==> src/rtl/ball_platform_drawer.sv <==
// Pixel writer for the colour-bounce game.
// Erases the old ball, draws the new ball, then repaints all platforms.
module ball_platform_drawer #(
  parameter int          BALL_X    = 76,
  parameter int          BALL_SZ   = 4,
  parameter int          PLAT_X    = 72,
  parameter int          PLAT_W    = 16,
  parameter int          SCREEN_H  = 160,
  parameter logic [2:0]  BG_COLOUR = 3'b000
) (
  input  logic        clk,
  input  logic        resetn,
  input  logic        start,
  input  logic [7:0]  prev_ball,
  input  logic [7:0]  curr_ball,
  input  logic [31:0] position_plats,
  input  logic [11:0] color_plats,
  input  logic [2:0]  color_ball,
  output logic        busy,
  output logic        done,
  output logic [7:0]  x,
  output logic [7:0]  y,
  output logic [2:0]  colour,
  output logic        plot
);

  localparam int CW =
    ($clog2(PLAT_W) > 4) ? $clog2(PLAT_W) : 4;
  localparam logic [CW-1:0] BALL_LAST =
    CW'(BALL_SZ * BALL_SZ - 1);
  localparam logic [CW-1:0] PLAT_LAST =
    CW'(PLAT_W - 1);

  typedef enum logic [2:0] {
    IDLE, ERASE, BALL, PLAT, FIN
  } state_e;

  state_e        state_q, state_d;
  logic [7:0]    prev_q, prev_d;
  logic [7:0]    curr_q, curr_d;
  logic [31:0]   pos_q, pos_d;
  logic [11:0]   cplat_q, cplat_d;
  logic [2:0]    cball_q, cball_d;
  logic [CW-1:0] pix_q, pix_d;
  logic [1:0]    pl_q, pl_d;
  logic [7:0]    x_q, x_d;
  logic [7:0]    y_q, y_d;
  logic [2:0]    colour_q, colour_d;
  logic          plot_q, plot_d;
  logic          busy_q, busy_d;
  logic          done_q, done_d;

  logic          accept;
  logic          pix_wrap;
  logic [7:0]    base;
  logic [7:0]    row;
  logic [2:0]    pcol;
  logic [8:0]    ys9;

  assign x      = x_q;
  assign y      = y_q;
  assign colour = colour_q;
  assign plot   = plot_q;
  assign busy   = busy_q;
  assign done   = done_q;

  // State and datapath registers; reset abandons any frame.
  always_ff @(posedge clk or negedge resetn) begin
    if (!resetn) begin
      state_q  <= IDLE;
      prev_q   <= '0;
      curr_q   <= '0;
      pos_q    <= '0;
      cplat_q  <= '0;
      cball_q  <= '0;
      pix_q    <= '0;
      pl_q     <= '0;
      x_q      <= '0;
      y_q      <= '0;
      colour_q <= '0;
      plot_q   <= 1'b0;
      busy_q   <= 1'b0;
      done_q   <= 1'b0;
    end else begin
      state_q  <= state_d;
      prev_q   <= prev_d;
      curr_q   <= curr_d;
      pos_q    <= pos_d;
      cplat_q  <= cplat_d;
      cball_q  <= cball_d;
      pix_q    <= pix_d;
      pl_q     <= pl_d;
      x_q      <= x_d;
      y_q      <= y_d;
      colour_q <= colour_d;
      plot_q   <= plot_d;
      busy_q   <= busy_d;
      done_q   <= done_d;
    end
  end

  // Phase sequencing; FIN may chain straight into a new frame.
  always_comb begin
    state_d = state_q;
    unique case (state_q)
      IDLE:  if (start) state_d = ERASE;
      ERASE: if (pix_q == BALL_LAST) state_d = BALL;
      BALL:  if (pix_q == BALL_LAST) state_d = PLAT;
      PLAT:  if (pix_q == PLAT_LAST && pl_q == 2'd3)
               state_d = FIN;
      FIN:   state_d = start ? ERASE : IDLE;
      default: state_d = IDLE;
    endcase
  end

  // Pixel generation, counters, status and input capture.
  always_comb begin
    prev_d   = prev_q;
    curr_d   = curr_q;
    pos_d    = pos_q;
    cplat_d  = cplat_q;
    cball_d  = cball_q;
    pix_d    = pix_q;
    pl_d     = pl_q;
    x_d      = x_q;
    y_d      = y_q;
    colour_d = colour_q;
    plot_d   = 1'b0;
    done_d   = 1'b0;
    busy_d   = busy_q;
    base     = prev_q;
    row      = pos_q[7:0];
    pcol     = cplat_q[2:0];
    ys9      = '0;
    pix_wrap = 1'b0;
    accept   = start &&
               (state_q == IDLE || state_q == FIN);

    unique case (state_q)
      IDLE: busy_d = start;
      ERASE, BALL: begin
        base     = (state_q == ERASE) ? prev_q : curr_q;
        ys9      = {1'b0, base} + {7'b0, pix_q[3:2]};
        x_d      = 8'(BALL_X) + {6'b0, pix_q[1:0]};
        y_d      = ys9[7:0];
        colour_d = (state_q == ERASE) ? BG_COLOUR
                                      : cball_q;
        plot_d   = ys9 < 9'(SCREEN_H);
        pix_wrap = pix_q == BALL_LAST;
        pix_d    = pix_wrap ? '0 : pix_q + CW'(1);
        busy_d   = 1'b1;
      end
      PLAT: begin
        unique case (pl_q)
          2'd0: begin
            row  = pos_q[7:0];
            pcol = cplat_q[2:0];
          end
          2'd1: begin
            row  = pos_q[15:8];
            pcol = cplat_q[5:3];
          end
          2'd2: begin
            row  = pos_q[23:16];
            pcol = cplat_q[8:6];
          end
          default: begin
            row  = pos_q[31:24];
            pcol = cplat_q[11:9];
          end
        endcase
        ys9      = {1'b0, row};
        x_d      = 8'(PLAT_X) + 8'(pix_q);
        y_d      = row;
        colour_d = pcol;
        plot_d   = ys9 < 9'(SCREEN_H);
        pix_wrap = pix_q == PLAT_LAST;
        pix_d    = pix_wrap ? '0 : pix_q + CW'(1);
        pl_d     = pix_wrap ? pl_q + 2'd1 : pl_q;
        busy_d   = 1'b1;
      end
      FIN: begin
        done_d = 1'b1;
        busy_d = start;
      end
      default: busy_d = 1'b0;
    endcase

    if (accept) begin
      prev_d  = prev_ball;
      curr_d  = curr_ball;
      pos_d   = position_plats;
      cplat_d = color_plats;
      cball_d = color_ball;
      pix_d   = '0;
      pl_d    = '0;
    end
  end

endmodule

==> config.mk <==
export PLATFORM = sky130hd
export DESIGN_NAME = ball_platform_drawer
export DESIGN_NICKNAME = d
export VERILOG_FILES = /design/src/rtl/ball_platform_drawer.sv
export SDC_FILE = /design/constraint.sdc
export NUM_CORES = 1
export LEC_CHECK = 0
export BUFFER_PORTS_ARGS = -buffer_cell sky130_fd_sc_hd__buf_2
export CAP_MARGIN = 15
export CORE_MARGIN = 1.5
export CORE_UTILIZATION = 50
export DETAILED_ROUTE_END_ITERATION = 6
export PLACE_DENSITY = 0.74
export SLEW_MARGIN = 25
export SYNTH_ARGS = -nofsm -noshare
export SYNTH_HDL_FRONTEND = slang
export SYNTH_SLANG_ARGS = --single-unit
==> constraint.sdc <==
create_clock -name clk -period 3.9 [get_ports clk]
set_input_delay 0.195 -clock clk [delete_from_list [all_inputs] [get_ports clk]]
set_output_delay 0.195 -clock clk [all_outputs]
set_load 0.02 [all_outputs]
==> flow_metrics.env, run 1 <==
export IMPL_place_ws_ns=0.796
export IMPL_grt_start_max_net_pins=62
export IMPL_antenna_found_initial=0
export IMPL_postLayoutCellArea_mm2=0.00500
export IMPL_drive_gt1_frac=0.212
export IMPL_fin_nets=635
export IMPL_skew_ns=0.0123
export IMPL_synth_ff_latch_count=92
export IMPL_synth_top_cells_by_count="210 x nand2_1, 92 x dfrtp_1, 22 x nor2_1"
export IMPL_synth_distinct_cells=41
export IMPL_yosysMostFrequentCell="nand2_1"
export IMPL_grt_pass1_vias=3373
export IMPL_routed_via_count=3465
export IMPL_grt_pass1_wl_mm=16.5
export IMPL_critPathSlowestCell="dfrtp_1"
export IMPL_grt_ovfl_total=0
export IMPL_dr_pass1_iters=5
export IMPL_cts_path_max_buffers=2
export IMPL_tns_ns=0
export IMPL_synth_top_area_share=0.533
export IMPL_placed_area_mm2=0.00479
export IMPL_ys_flop_type="dfrtp_1"
export IMPL_status="finished, final reports clean"
export IMPL_max_freq_mhz=318
export IMPL_layout_setup_ws_ns=0.758
export IMPL_grt_usage=0.238
export IMPL_fin_util=0.603
export IMPL_tightest_slew_ns=0.722
export IMPL_cts_reportedPaths_clkPinSlew_ns=0.11
export IMPL_syn_inst=485
export IMPL_core_area_mm2=0.00830
export IMPL_area_delta_synth_final_pct=15.9
export IMPL_yosys_warnings=0
export IMPL_drt_initial_drc_count=158
export IMPL_ys_async_sr_fraction=1.00
export IMPL_powerDensity_mw_per_mm2=757
export IMPL_ir_worst_vdd_mv=0.296
export IMPL_tritoncts="done"
export IMPL_wl_per_cell_um=14.6
export IMPL_relSlewSlack=0.519
export IMPL_crit_type="flip-flop to flip-flop"
export IMPL_final_antenna_net_count=0
export IMPL_fp_dieW_um=95.9
export IMPL_htreeDepth=3
export IMPL_via_per_inst=5.17
export IMPL_die_height_um=95.9
export IMPL_start_kind="flip-flop"
export IMPL_yosysSeqAreaShare=0.533
export IMPL_synth_area_leader_cell="dfrtp_1"
export IMPL_cts_buffers=9
export IMPL_max_stage_delay_ns=0.69
export IMPL_io_buffers=85
export IMPL_synth_area_per_cell_um2=8.90
export IMPL_cp_required_ns=4.15
export IMPL_hold_violations=0
export IMPL_gp_congestion=0.886
export IMPL_finalCriticalPeriod_ns=3.14
export IMPL_cp_end_kind="flip-flop"
export IMPL_crit_buf_inv=0
export IMPL_crit_fanout=16
export IMPL_synth_edf_count=0
export IMPL_rsz0062_at_grt="no"
export IMPL_clock_latency_ns=0.36
export IMPL_crit_arrival_ns=3.39
export IMPL_synthTopCellsByArea="dfrtp_1 53%, nand2_1 18%, a222oi_1 2.6%, ha_1 2.3%, mux2i_1 2.3%"
export IMPL_dp_hpwl_mm=6.86
export IMPL_drc=0
export IMPL_cts_resized=0
export IMPL_antenna_cells=0
export IMPL_start_util=0.520
export IMPL_crit_chain="nor3b_4, mux2_2, ha_1, fa_1, nand3_1, or2_2, xor2_1, mux2i_1, o21ai_1, a32o_1"
export IMPL_ios=88
export IMPL_leakagePower_uw=0.00258
export IMPL_maxCapViolations=0
export IMPL_cp_top_family="flip-flops"
export IMPL_cts_sinks=92
export IMPL_slew_violations=0
export IMPL_rows=33
export IMPL_synth_area_mm2=0.00432
export IMPL_hold_path_class="input port to flip-flop"
export IMPL_fin_crit_sh=0.806
export IMPL_die_area_mm2=0.00920
export IMPL_setup_viol=0
export IMPL_routed_wl_mm=9.79
export IMPL_cts_root_buffer="clkbuf_8"
## routing by layer
metal | vias up | routed length, µm | GRT usage
li1 | 1736 | - | -
met1 | 1635 | 4680 | 0.338
met2 | 83 | 4520 | 0.377
met3 | 11 | 489 | 0.0419
met4 | 0 | 102 | 0.0625
met5 | - | 0 | 0
## placed cells by master, fill, tap and decap left out, types with 3 or more instances in the layout
| cell | Yosys | final |
|---|---|---|
| nand3_1 | 9 | 9 |
| o22a_1 | 3 | 3 |
| buf_4 | 2 | 6 |
| mux2i_1 | 10 | 10 |
| inv_6 | 0 | 3 |
| a21oi_1 | 19 | 19 |
| and2_1 | 4 | 3 |
| nor3_1 | 6 | 6 |
| clkbuf_8 | 0 | 9 |
| xnor2_1 | 7 | 7 |
| mux2_2 | 7 | 7 |
| xor2_1 | 4 | 4 |
| nand2_1 | 210 | 209 |
| o21ai_0 | 14 | 14 |
| ha_1 | 8 | 8 |
| nor2_1 | 22 | 22 |
| inv_1 | 4 | 4 |
| dfrtp_1 | 92 | 92 |
| buf_2 | 8 | 84 |
| a222oi_1 | 11 | 11 |
## layout make-up
type                       instances  area, µm²
fill                             765       3300
sequential                        92       2300
multi-input combinational        362       1880
timing repair buffer              91        475
tap                              105        131
clock buffer                       9        124
clock inverter                     7       73.8
inverter                           4       15.0
## per-stage QoR
step / cells / power [µW] / hold slack (ns)
floorplan: 486 / 2720 / -0.101
global placement: 653 / 3090 / 0.288
detailed placement: 653 / 3140 / 0.303
CTS: 670 / 3800 / 0.00433
global route: 670 / 4100 / 0.0151
finish: 670 / 3790 / 0.00975
## worst paths after layout
path	start	to	slack, ns	cells past startpoint
max in group asynchronous	resetn	colour[0]	2.52	3
min reg2reg	x[6]	x[6]	0.46	1
max reg2reg	state_q[0]	plot	0.76	10
max	state_q[0]	plot	0.76	10
min	position_plats[23]	pos_q[23]	0.01	3
min in group asynchronous	resetn	pos_q[20]	0.43	2
## worst register-to-register path: stages, from the launching register on
cell and delay, ns:
dfrtp_1 0.69, nor3b_4 0.40, mux2_2 0.38, ha_1 0.22, fa_1 0.46, nand3_1 0.14, or2_2 0.12, xor2_1 0.05
mux2i_1 0.18, o21ai_1 0.11, a32o_1 0.28
## state kept, by name, summed over array words and instances, names as in the netlist
register and flops:
curr_q 8, busy 1, x 6, cplat_q 12
cball_q 3, colour 3, y 8, state_q 3
pl_q 2, pix_q 4, plot 1, prev_q 8
pos_q 32, done 1
## where the power goes
part | switching [µW] | leakage, µW | internal (µW)
clock network | 359 | 0.000100 | 301
logic | 817 | 0.00134 | 614
registers | 325 | 0.00113 | 1370
total | 1500 | 0.00258 | 2280
## kinds of logic after synthesis
family                     Yosys count  share of synthesized area
and+or+nand+nor                    267                      0.253
adders and majority gates            9                     0.0278
DFF                                 92                      0.533
xor gates and xnor gates            11                     0.0223
buffers and inverters               32                     0.0336
muxes                               18                     0.0449
AOI/OAI and AO/OA                   55                     0.0841
other                                1                   0.000869
## repair_timing
item                                   CTS  global route
buffers inserted                         0             0
hold buffers                             1             0
setup endpoints to repair                0             0
endpoints found under the hold margin   56             0
No activity file was read; power rests on OpenSTA's default activity.
==> run 2: changes to the inputs <==
--- a/config.mk
+++ b/config.mk
@@ -5,12 +5,13 @@
 export SDC_FILE = /design/constraint.sdc
 export NUM_CORES = 1
 export LEC_CHECK = 0
+export ABC_AREA = 1
 export BUFFER_PORTS_ARGS = -buffer_cell sky130_fd_sc_hd__buf_2
 export CAP_MARGIN = 15
 export CORE_MARGIN = 1.5
-export CORE_UTILIZATION = 50
+export CORE_UTILIZATION = 49
 export DETAILED_ROUTE_END_ITERATION = 6
-export PLACE_DENSITY = 0.74
+export PLACE_DENSITY = 0.75
 export SLEW_MARGIN = 25
 export SYNTH_ARGS = -nofsm -noshare
 export SYNTH_HDL_FRONTEND = slang
==> constraint.sdc (replaced) <==
create_clock -name clk -period 2.75 [get_ports clk]
set_input_delay 0.1375 -clock clk [delete_from_list [all_inputs] [get_ports clk]]
set_output_delay 0.1375 -clock clk [all_outputs]
set_load 0.02 [all_outputs]
==> flow_metrics.env, run 2 <==
export IMPL_post_cts_buffers=0
export IMPL_synth_top_cells_by_count="221 x nand2_1, 92 x dfrtp_1, 40 x inv_1"
export IMPL_synth_edf_count=0
export IMPL_synthTopCellsByArea="dfrtp_1 54%, nand2_1 19%, o21ai_0 4.0%, inv_1 3.5%, a21oi_1 3.3%"
export IMPL_maxCapViolations=0
export IMPL_hold_path_class="input port to flip-flop"
export IMPL_die_area_mm2=0.00934
export IMPL_cts_buffers=9
export IMPL_tns_ns=0
export IMPL_wl_per_cell_um=14.9
export IMPL_cts_reportedPaths_clkPinSlew_ns=0.09
export IMPL_relSlewSlack=0.607
export IMPL_setup_viol=0
export IMPL_htreeDepth=3
export IMPL_antenna_cells=0
export IMPL_synth_area_per_cell_um2=8.11
export IMPL_grt_pass1_vias=4046
export IMPL_rrSetupSlack_ns=0.52
export IMPL_synth_area_mm2=0.00430
export IMPL_hold_depth=3
export IMPL_fin_nets=739
export IMPL_die_height_um=96.6
export IMPL_drive_gt1_frac=0.182
export IMPL_dr_pass1_iters=5
export IMPL_timing_rr_end="y[6]"
export IMPL_ir_worst_vdd_mv=0.440
export IMPL_ios=88
export IMPL_r2r_cells=14
export IMPL_holdBufCountCts=54
export IMPL_area_delta_synth_final_pct=29.8
export IMPL_grt_usage=0.261
export IMPL_yosysSeqAreaShare=0.536
export IMPL_dp_hpwl_mm=7.59
export IMPL_cts_root_buffer="clkbuf_8"
export IMPL_antenna_found_initial=0
export IMPL_io_buffers=85
export IMPL_cts_resized=0
export IMPL_rsz0062_at_grt="no"
export IMPL_powerDensity_mw_per_mm2=1100
export IMPL_leakagePower_uw=0.00287
export IMPL_drt_initial_drc_count=243
export IMPL_synth_top_area_share=0.536
export IMPL_numPlacedInstances=704
export IMPL_largest_reg_flops=32
export IMPL_gp_congestion=0.895
export IMPL_timing_rr_start="state_q[1]"
export IMPL_fin_crit_sh=0.809
export IMPL_worstHoldStart="position_plats[27]"
export IMPL_max_freq_mhz=449
export IMPL_hold_end="pos_q[27]"
export IMPL_finalCriticalPeriod_ns=2.23
export IMPL_crit_fanout=11
export IMPL_layout_commonest_cell="nand2_1"
export IMPL_cts_sinks=92
export IMPL_synth_distinct_cells=32
export IMPL_grt_ovfl_total=0
export IMPL_ys_async_sr_fraction=1.00
export IMPL_skew_ns=0.00589
export IMPL_yosys_warnings=0
export IMPL_core_area_mm2=0.00834
export IMPL_crit_type="flip-flop to flip-flop"
export IMPL_cts_path_max_buffers=2
export IMPL_tightest_slew_ns=0.589
export IMPL_start_kind="flip-flop"
export IMPL_layout_common_cells="221 x nand2_1, 92 x dfrtp_1, 84 x buf_2, 54 x dlygate4sd3_1, 40 x inv_1"
export IMPL_status="finished, final reports clean"
export IMPL_synth_ff_latch_count=92
export IMPL_syn_inst=530
export IMPL_crit_arrival_ns=2.48
export IMPL_fin_util=0.669
export IMPL_tritoncts="done"
export IMPL_fin_cells=774
export IMPL_routed_wl_mm=11.5
export IMPL_ys_flop_type="dfrtp_1"
export IMPL_hold_violations=0
export IMPL_reg_largest_list="pos_q: 32 flops, cplat_q: 12 flops"
export IMPL_cp_required_ns=3.00
export IMPL_regMostFlops="pos_q"
export IMPL_grt_pass1_wl_mm=19.6
export IMPL_start_util=0.515
export IMPL_drc=0
export IMPL_routed_via_count=3991
export IMPL_yosysMostFrequentCell="nand2_1"
export IMPL_synth_area_leader_cell="dfrtp_1"
export IMPL_clock_latency_ns=0.36
export IMPL_slew_violations=0
export IMPL_rows=33
export IMPL_fp_dieW_um=96.6
export IMPL_final_antenna_net_count=0
export IMPL_via_per_inst=5.16
export IMPL_cp_end_kind="flip-flop"
export IMPL_grt_start_max_net_pins=55
==> run 2: cell types whose count changed in the layout (fill, tap and decap cells not counted), moves of 6 or more <==
cell and delta:
mux2_2 -7, xnor2_1 -7, dlygate4sd3_1 +53, mux2i_1 -10
a222oi_1 -11, nand2_1 +12, o21ai_0 +20, a21oi_1 +9
o221ai_1 +6, inv_1 +36
==> run 2: critical path, cell delays in order, from the launching register on <==
cell and delay, ns:
dfrtp_1 0.44, inv_2 0.15, nand3_2 0.23, nand2_1 0.12
nand2_1 0.06, ha_1 0.20, fa_1 0.36, inv_1 0.08
nor2_1 0.09, nand3_1 0.09, nand2_1 0.05, nand2_1 0.08
nand2_1 0.05, nand2_1 0.08, nand2_1 0.05
==> run 2: worst max-delay path by stage <==
stage          cells past startpoint  endpoint        from  slack (ns)
6_report                          14      y[6]  state_q[1]        0.52
5_1_grt                           16      plot  state_q[2]        0.29
4_1_cts                           14      y[6]  state_q[1]        0.53
3_5_place_dp                      14      y[6]  state_q[1]        0.56
3_3_place_gp                      16      plot  state_q[2]        0.63
2_1_floorplan                     15      y[6]  state_q[1]        0.81
==> run 2: final cells by class <==
cell class                      count  area (µm²)
Multi-Input combinational cell    370        1720
Clock buffer                       10         138
Inverter                           45         169
Tap cell                          105         131
Clock inverter                      6        86.3
Sequential cell                    92        2300
Timing Repair Buffer              146        1030
Fill cell                         706        2760
==> run 2: metrics by stage <==
stage / hold WS (ns) / total power, µW / worst slack, ns / area, µm²
floorplan: -0.158 / 4240 / 0.810 / 4300
global placement: 0.140 / 4990 / 0.626 / 4810
detailed placement: 0.146 / 5060 / 0.558 / 4810
CTS: 0.00446 / 6160 / 0.525 / 5580
global route: 0.00451 / 6720 / 0.286 / 5580
finish: 0.0107 / 6150 / 0.524 / 5580
==> run 2: kinds of logic (layout without fill, tap and decap cells) <==
group,count (synthesis),after routing,share of synthesized area
flops,92,92,0.536
compound gates,94,94,0.125
other cells,1,2,0.000873
fa+ha+maj,9,9,0.0280
buf+inv,69,207,0.0670
simple gates,265,265,0.244
==> run 2: report_power, final <==
group	internal, µW	switching, µW
clock	537	487
combinational	971	1820
sequential	1980	356
==> run 2: layer usage <==
layer | up-vias | wire [µm] | track usage
met5 | - | 0 | 0
met4 | 0 | 192 | 0.0803
met3 | 19 | 567 | 0.0477
met2 | 130 | 5730 | 0.440
met1 | 1890 | 5030 | 0.344
li1 | 1952 | - | -
